**src/rtl/nios2_oci_dct_packer.sv**
```systemverilog
// nios2_oci_dct_packer: packs trace atoms into DCT frames under valid/ready, then drains and ends on flush
module nios2_oci_dct_packer #(
  parameter int ATOM_W = 3,
  parameter int ATOMS  = 10,
  parameter int CNT_W  = 4
) (
  input  logic                    clk,
  input  logic                    reset,
  input  logic                    atom_valid,
  input  logic [ATOM_W-1:0]       atom_data,
  output logic                    atom_ready,
  input  logic                    flush,
  output logic [ATOM_W*ATOMS-1:0] dct_buffer,
  output logic [CNT_W-1:0]        dct_count,
  output logic                    dct_valid,
  input  logic                    dct_ready,
  output logic                    test_ending,
  output logic                    test_has_ended
);
  localparam int W = ATOM_W * ATOMS;
  typedef enum logic [1:0] {RUN, DRAIN, ENDED} state_t;
  state_t state;
  logic [W-1:0] acc, acc_nxt;
  logic [CNT_W-1:0] acc_cnt;
  logic out_free, take, last;
  always_comb begin
    out_free = !dct_valid | dct_ready;
    last = acc_cnt == CNT_W'(ATOMS - 1);
    atom_ready = !reset & (state == RUN) & (!last | out_free);
    take = atom_valid & atom_ready;
    acc_nxt = acc | (W'(atom_data) << (ATOM_W * acc_cnt));
  end
  always_ff @(posedge clk) begin
    if (reset) begin
      state <= RUN;
      acc <= '0;
      acc_cnt <= '0;
      dct_buffer <= '0;
      dct_count <= '0;
      dct_valid <= 1'b0;
      test_ending <= 1'b0;
      test_has_ended <= 1'b0;
    end else begin
      if (dct_ready) dct_valid <= 1'b0;
      if (state == RUN) begin
        // the final atom bypasses the accumulator straight into the output register
        if (take && last) begin
          dct_buffer <= acc_nxt;
          dct_count <= CNT_W'(ATOMS);
          dct_valid <= 1'b1;
          acc <= '0;
          acc_cnt <= '0;
        end else if (take) begin
          acc <= acc_nxt;
          acc_cnt <= acc_cnt + 1'b1;
        end
        if (flush) begin
          state <= DRAIN;
          test_ending <= 1'b1;
        end
      end else if (state == DRAIN && out_free) begin
        if (acc_cnt != '0) begin
          dct_buffer <= acc;
          dct_count <= acc_cnt;
          dct_valid <= 1'b1;
          acc <= '0;
          acc_cnt <= '0;
        end else begin
          state <= ENDED;
          test_has_ended <= 1'b1;
        end
      end
    end
  end
endmodule

```
**config.mk**
```make
export PLATFORM = sky130hd
export DESIGN_NAME = nios2_oci_dct_packer
export DESIGN_NICKNAME = d
export VERILOG_FILES = /design/src/rtl/nios2_oci_dct_packer.sv
export SDC_FILE = /design/constraint.sdc
export NUM_CORES = 1
export LEC_CHECK = 0
export CAP_MARGIN = 20
export CORE_MARGIN = 5
export CORE_UTILIZATION = 53
export DETAILED_ROUTE_END_ITERATION = 8
export GPL_TIMING_DRIVEN = 0
export PLACE_DENSITY = 0.85
export RECOVER_POWER = 50
export SETUP_SLACK_MARGIN = 0.02
export SYNTH_ARGS = -nofsm -noshare
export SYNTH_HDL_FRONTEND = slang
export SYNTH_SLANG_ARGS = --single-unit
```
**constraint.sdc**
```tcl
create_clock -name clk -period 2.8 [get_ports clk]
set_clock_uncertainty 0.05 [all_clocks]
set_input_delay 0.56 -clock clk [delete_from_list [all_inputs] [get_ports clk]]
set_output_delay 0.56 -clock clk [all_outputs]
set_load 0.005 [all_outputs]
```
==> summary.md, run 1 <==
| Metric | Value |
|---|---|
| Max Clock Freq | 373 MHz |
| CP required | 2190 ps |
| I/O pins | 46 |
| Worst hold endpoint | test_has_ended |
| Worst hold margin | 404 ps |
| Worst-margin pin slew | 758 ps |
| RR Startpoint | acc_cnt[0] |
| Setup violations, final | 0 |
| Clock Path Buffers | 2 |
| Die W | 86.1 um |
| Crit. End Element | primary output |
| Final Instance Count excl. Fillers | 482 |
| Hpwl dp | 5690 um |
| Fin Setup TNS | 0 ps |
| Area added between synthesis and finish | 23.5% |
| First-pass GRT wire length | 13400 um |
| Largest net degree at the start of global routing | 13 |
| Synth Net Count | 359 |
| Yosys cell types | 42 |
| Hold depth | 2 |
| Worst vdd ir | 0.307 mV |
| Setup crit start kind | input pin |
| Part of the Yosys area used for sequential elements | 47.6% |
| R2r worst-path depth | 10 |
| Initial antenna violation count | 0 |
| Synth warn | 0 |
| RD Place Congestion | 0.929 |
| CTS tree | built |
| Status | finished clean |
| Routed WL per cell | 17.2 um |
| Crit-path cells | clkdlybuf4s50_1 -> nand2b_1 -> nor2_1 -> nor4_1 -> clkdlybuf4s50_1 |
| Initial core utilization | 55.1% |
| Area of the core | 0.00557 mm^2 |
| Root buf cell | clkbuf_8 |
| Placed Cells | 464 |
| CTS buffer count | 9 |
| Avg Cell Area, Syn | 8.83 um^2 |
| Post-Synthesis Cells | 348 |
| Clock sink count | 73 |
| R2r endpoint | acc[13] |
| Vias per cell | 6.13 |
| Period utilisation layout | 95.8% |
| Hold WC Path Type | register to register |
| Final Hold Vio Count | 0 |
| Worst skew pair latency | 360 ps |
| Core Rows | 27 |
| EDFF count, synth | 0 |
| Die Area | 0.00742 mm^2 |
| Top-count cell post-synth | dfxtp_1 |
| Hold_sp | test_has_ended |
| Relative slew slack | 49.0% |
| Leakage | 1.44 nW |
| DRC | 0 |
| IO buf count | 44 |
| CP arrival | 2070 ps |
| Nets | 416 |
| Detailed Route WL | 8280 um |
| Vias | 2954 |
| Dpl ws | 124 ps |
| Die Ht | 86.1 um |
| Slowest stage delay, CP | 570 ps |
| Reg-to-reg slack, setup | 170 ps |
| Ys async rst share | 0% |
| Fin. max-slew vios | 0 |
| PnR worst setup slack | 118 ps |
| Most frequent CP cell | clkdlybuf4s50_1 |
| Max-cap violations | 0 |
| RSZ-0062 raised after global routing | no |
| Top cells by count, synth | 73 x dfxtp_1, 38 x a21oi_1, 34 x nor2_1, 34 x nor3_1, 30 x a211oi_1 |
| Global route overflow | 0 |
| Synthesized flop and latch total | 73 |
| Slowest stage cell, crit path | clkdlybuf4s50_1 |
| Min cycle time layout | 2680 ps |
| Share of layout cells above drive strength 1 | 11.2% |
| Fill count | 452 |
| Power Dens Cells | 569 mW/mm^2 |
| Post-synthesis instance area | 0.00307 mm^2 |
| Routed Antenna Nets | 0 |
| Clk slew on worst S/H paths | 80 ps |
| DRT Pass-1 Iters | 5 |
| Top_reg_cell synth | dfxtp_1 |
| Vias in the first global route | 2709 |
| Critical path class | input pin to primary output |
| Share of the synthesized area in the top cell type | 47.6% |
| DRT iter0 DRCs | 303 |
| Worst-path fanout max | 4 |
| Antenna cells | 0 |
| Dominant cells by area after synthesis | dfxtp_1 48%, a211oi_1 7.3%, a21oi_1 6.2% |
| Yosys top cell by area | dfxtp_1 |
| H-tree depth | 3 |
| All-layer global routing usage | 22.9% |
-- cell usage in the layout, fill, tap and decap left out, types with 4 or more instances in the layout --
| master | count |
|---|---|
| clkdlybuf4s50_1 | 7 |
| nand3_1 | 4 |
| inv_1 | 6 |
| dfxtp_1 | 72 |
| and2_1 | 4 |
| dlygate4sd3_1 | 37 |
| a211oi_1 | 30 |
| nor2_1 | 34 |
| o21ai_0 | 4 |
| clkbuf_1 | 16 |
| nor2b_1 | 5 |
| clkbuf_8 | 10 |
| a31oi_1 | 29 |
| a21oi_1 | 38 |
| buf_4 | 7 |
| nor3_1 | 34 |
| buf_6 | 5 |
| and3_1 | 12 |
| buf_1 | 7 |
-- registers in the layout (all words and copies together) (netlist names) --
| register | cells |
|---|---|
| acc | 30 |
| dct_buffer | 30 |
| acc_cnt | 4 |
| dct_count | 4 |
| state | 2 |
| dct_valid | 1 |
| test_ending | 1 |
| test_has_ended | 1 |
-- power breakdown --
part / switching [mW] / total, mW / internal [mW]
Sequential: 0.0276 / 1.10 / 1.08
Combinational: 0.187 / 0.317 / 0.129
Clock: 0.395 / 0.738 / 0.343
-- per-layer routing --
layer | global-route usage (%) | vias up | wire [um] | share of wire [%]
met5 | 0 | - | 0 | 0
met4 | 8.20 | 0 | 269 | 3.2
met3 | 5.00 | 30 | 681 | 8.2
met2 | 34.6 | 159 | 3700 | 45
met1 | 32.1 | 1372 | 3630 | 44
li1 | - | 1393 | - | -
-- kinds of logic (layout without fill, tap and decap cells) --
kind of cell / Yosys count / count (layout) / share of synthesized area (%)
AOI/OAI and AO/OA: 114 / 114 / 23.9
muxes: 1 / 1 / 0.366
buffers and inverters: 44 / 106 / 7.45
adders and majority gates: 3 / 3 / 1.22
DFF: 73 / 73 / 47.6
and+or+nand+nor: 113 / 113 / 19.5
-- area by class of cell --
type	count	area, um^2	area share, %
multi-input combinational	231	1390	36.5
timing repair buffer	46	455	12.0
tap	72	90.1	2.37
buffer	37	204	5.37
sequential	73	1460	38.5
clock inverter	5	31.3	0.824
clock buffer	11	141	3.72
inverter	7	26.3	0.692
-- how the worst max path moves through the flow --
stage                    start             end  slack, ps  depth (start not counted)
global placement     dct_ready      atom_ready        140                          5
CTS                 acc_cnt[1]      atom_ready        130                          6
floorplan           acc_cnt[0]      acc_cnt[3]        570                         10
finish               dct_ready      atom_ready        120                          5
detailed placement  atom_valid  dct_buffer[17]        120                          7
global route         dct_ready      atom_ready         60                          5
-- worst max-delay path, delay by kind of cell --
family	cells	cell delay [ps]
buf+inv	2	1060
simple gates	3	450
-- per-stage QoR --
| stage | instance area [um^2] | utilization (%) | power [mW] |
|---|---|---|---|
| floorplan | 3070 | - | 1.31 |
| global placement | 3600 | 64.6 | 1.43 |
| detailed placement | 3600 | 64.6 | 1.44 |
| CTS | 3780 | 67.9 | 2.15 |
| global route | 3800 | 68.1 | 2.24 |
| finish | 3800 | 68.1 | 2.16 |
-- timing repair --
item                                    CTS  global route
endpoints found under the hold margin     0             0
resized for setup                         2             5
pin swaps                                 0             0
hold buffers                              0             0
endpoints found under the setup margin    1             4
setup buffers                             1             0
No activity file was read; power rests on OpenSTA's default activity.
==> run 2: changes to the inputs <==
--- a/config.mk
+++ b/config.mk
@@ -13,6 +13,7 @@
 export PLACE_DENSITY = 0.85
 export RECOVER_POWER = 50
 export SETUP_SLACK_MARGIN = 0.02
+export SLEW_MARGIN = 25
 export SYNTH_ARGS = -nofsm -noshare
 export SYNTH_HDL_FRONTEND = slang
 export SYNTH_SLANG_ARGS = --single-unit
==> run 2 against run 1 <==
  * Global-route usage stayed put
  * Worst setup slack better by 14 ps
  * Critical path depth stayed put
  * Sequential power hardly changed
  * Hold slack better by 1.1 ps
  * Highest routed layer unchanged
  * Routed wire length is 1.9% lower
  * Critical endpoint unchanged
  * First-iteration DRC count is 32% lower
  * Non-clock buffer count is 1 lower
==> summary.md, run 2 (synthesized netlist as in run 1, its figures left out) <==
| Metric | Value |
|---|---|
| Area added between synthesis and finish | 23.2% |
| Nets | 415 |
| Worst vdd ir | 0.307 mV |
| Relative slew slack | 51.1% |
| Core Rows | 27 |
| Dpl ws | 124 ps |
| Crit. End Element | primary output |
| Commonest non-fill, non-tap cells in the layout | 72 x dfxtp_1, 38 x a21oi_1, 37 x dlygate4sd3_1 |
| Combinational Power Share | 14.5% |
| Pint | 1.55 mW |
| I/O pins | 46 |
| Overall Power | 2.14 mW |
| H-tree depth | 3 |
| Status | finished clean |
| Largest net degree at the start of global routing | 13 |
| Critical path class | input pin to primary output |
| RD Place Congestion | 0.929 |
| Seq pwr share | 51.4% |
| RSZ-0062 raised after global routing | no |
| Commonest non-fill, non-tap cell in the layout | dfxtp_1 |
| Antenna cells | 0 |
| Clock sink count | 73 |
| Fin Setup TNS | 0 ps |
| Worst skew pair latency | 350 ps |
| IO buf count | 44 |
| CP arrival | 2060 ps |
| Die Area | 0.00742 mm^2 |
| Max-cap violations | 0 |
| Worst-path fanout max | 4 |
| Global route overflow | 0 |
| Final Cell Area | 0.00379 mm^2 |
| FF+latch area | 0.00146 mm^2 |
| Vias per cell | 6.01 |
| CP required | 2190 ps |
| Vias | 2893 |
| Routed WL per cell | 16.9 um |
| All-layer global routing usage | 22.9% |
| CTS buffer count | 9 |
| Setup violations, final | 0 |
| Fin. max-slew vios | 0 |
| Clock Power Share | 34.1% |
| Die W | 86.1 um |
| PnR worst setup slack | 132 ps |
| DRC | 0 |
| Sw frac | 27.9% |
| Root buf cell | clkbuf_8 |
| Worst-margin pin slew | 727 ps |
| CTS tree | built |
| Clk slew on worst S/H paths | 70 ps |
| DRT iter0 DRCs | 207 |
| DRT Pass-1 Iters | 5 |
| Die Ht | 86.1 um |
| Biggest regs | acc: 30 flops, dct_buffer: 30 flops |
| Final Hold Vio Count | 0 |
| Clock Path Buffers | 2 |
| Max Clock Freq | 375 MHz |
| Fill count | 456 |
| Hpwl dp | 5690 um |
| First-pass GRT wire length | 13400 um |
| Detailed Route WL | 8120 um |
| Initial core utilization | 55.1% |
| Period utilisation layout | 95.3% |
| Placed Area | 0.00360 mm^2 |
| Routed Antenna Nets | 0 |
| Initial antenna violation count | 0 |
| Area occupied by multi-input gates | 0.00139 mm^2 |
| Min cycle time layout | 2670 ps |
| Power Dens Cells | 566 mW/mm^2 |
| Area of the core | 0.00557 mm^2 |
| Leakage | 1.44 nW |
| Setup crit start kind | input pin |
| Hold WC Path Type | register to register |
| Share of layout cells above drive strength 1 | 10.8% |
| Sw Pwr | 598 uW |
| Vias in the first global route | 2709 |
## run 2: changes by cell type in the layout (fill, tap and decap cells not counted)
cell,before,now
o21ai_0,4,3
buf_2,2,1
o21ai_1,0,1
clkbuf_4,1,0
clkbuf_1,16,17
## run 2: per-layer routing
layer | vias to the layer above | part of all wire, % | global-route usage [%]
li1 | 1389 | - | -
met1 | 1372 | 46 | 32.1
met2 | 119 | 46 | 34.6
met3 | 13 | 6.8 | 5.00
met4 | 0 | 2.1 | 8.20
met5 | - | 0 | 0
## run 2: worst max-delay path: stages
cell	delay (ps)
clkdlybuf4s50_1	490
nand2b_1	180
nor2_1	70
nor4_1	200
clkdlybuf4s50_1	570
## run 2: power groups by stage
| stage | clock network [mW] | registers, mW | logic, mW |
|---|---|---|---|
| final | 0.731 | 1.10 | 0.311 |
| after global routing | 0.790 | 1.11 | 0.338 |
| after CTS | 0.734 | 1.10 | 0.315 |
| after detailed placement | 0 | 1.13 | 0.313 |
| after global placement | 0 | 1.13 | 0.308 |
| after floorplan | 0 | 1.13 | 0.183 |
## run 2: layout make-up
cell class,count,area share (%)
multi-input cells,231,36.6
clock buffers,11,3.73
clock inverters,5,0.826
inverters,7,0.694
plain buffers,37,5.35
repair buffers,45,11.8
well taps,72,2.38
flip-flops and latches,73,38.6
## run 2: what timing repair did
action / in CTS / in global routing
setup buffers: 1 / 0
hold buffers: 0 / 0
gates resized for setup: 2 / 5
setup endpoints to repair: 1 / 4
gates cloned: 0 / 0
## run 2: worst paths after layout
kind                     end  startpoint  depth (start not counted)  slack, ps
setup / recovery  atom_ready   dct_ready                          5        130
hold / removal       acc[23]     acc[23]                          2        400
setup reg to reg     acc[13]  acc_cnt[0]                         10        200
hold reg to reg      acc[23]     acc[23]                          2        400
## run 2: stage by stage
step | utilization (%) | hold WS [ps] | std cells
global route | 67.9 | 421 | 481
CTS | 67.9 | 408 | 481
global placement | 64.6 | 384 | 464
finish | 67.9 | 405 | 481
detailed placement | 64.6 | 397 | 464
floorplan | - | 375 | 348
==> run 3: changes to the inputs <==
--- a/config.mk
+++ b/config.mk
@@ -13,7 +13,7 @@
 export PLACE_DENSITY = 0.85
 export RECOVER_POWER = 50
 export SETUP_SLACK_MARGIN = 0.02
-export SLEW_MARGIN = 25
+export SLEW_MARGIN = 0
 export SYNTH_ARGS = -nofsm -noshare
 export SYNTH_HDL_FRONTEND = slang
 export SYNTH_SLANG_ARGS = --single-unit
==> results of run 3 <==
The final DEF is identical to that of run 1; final timing and power are the same.
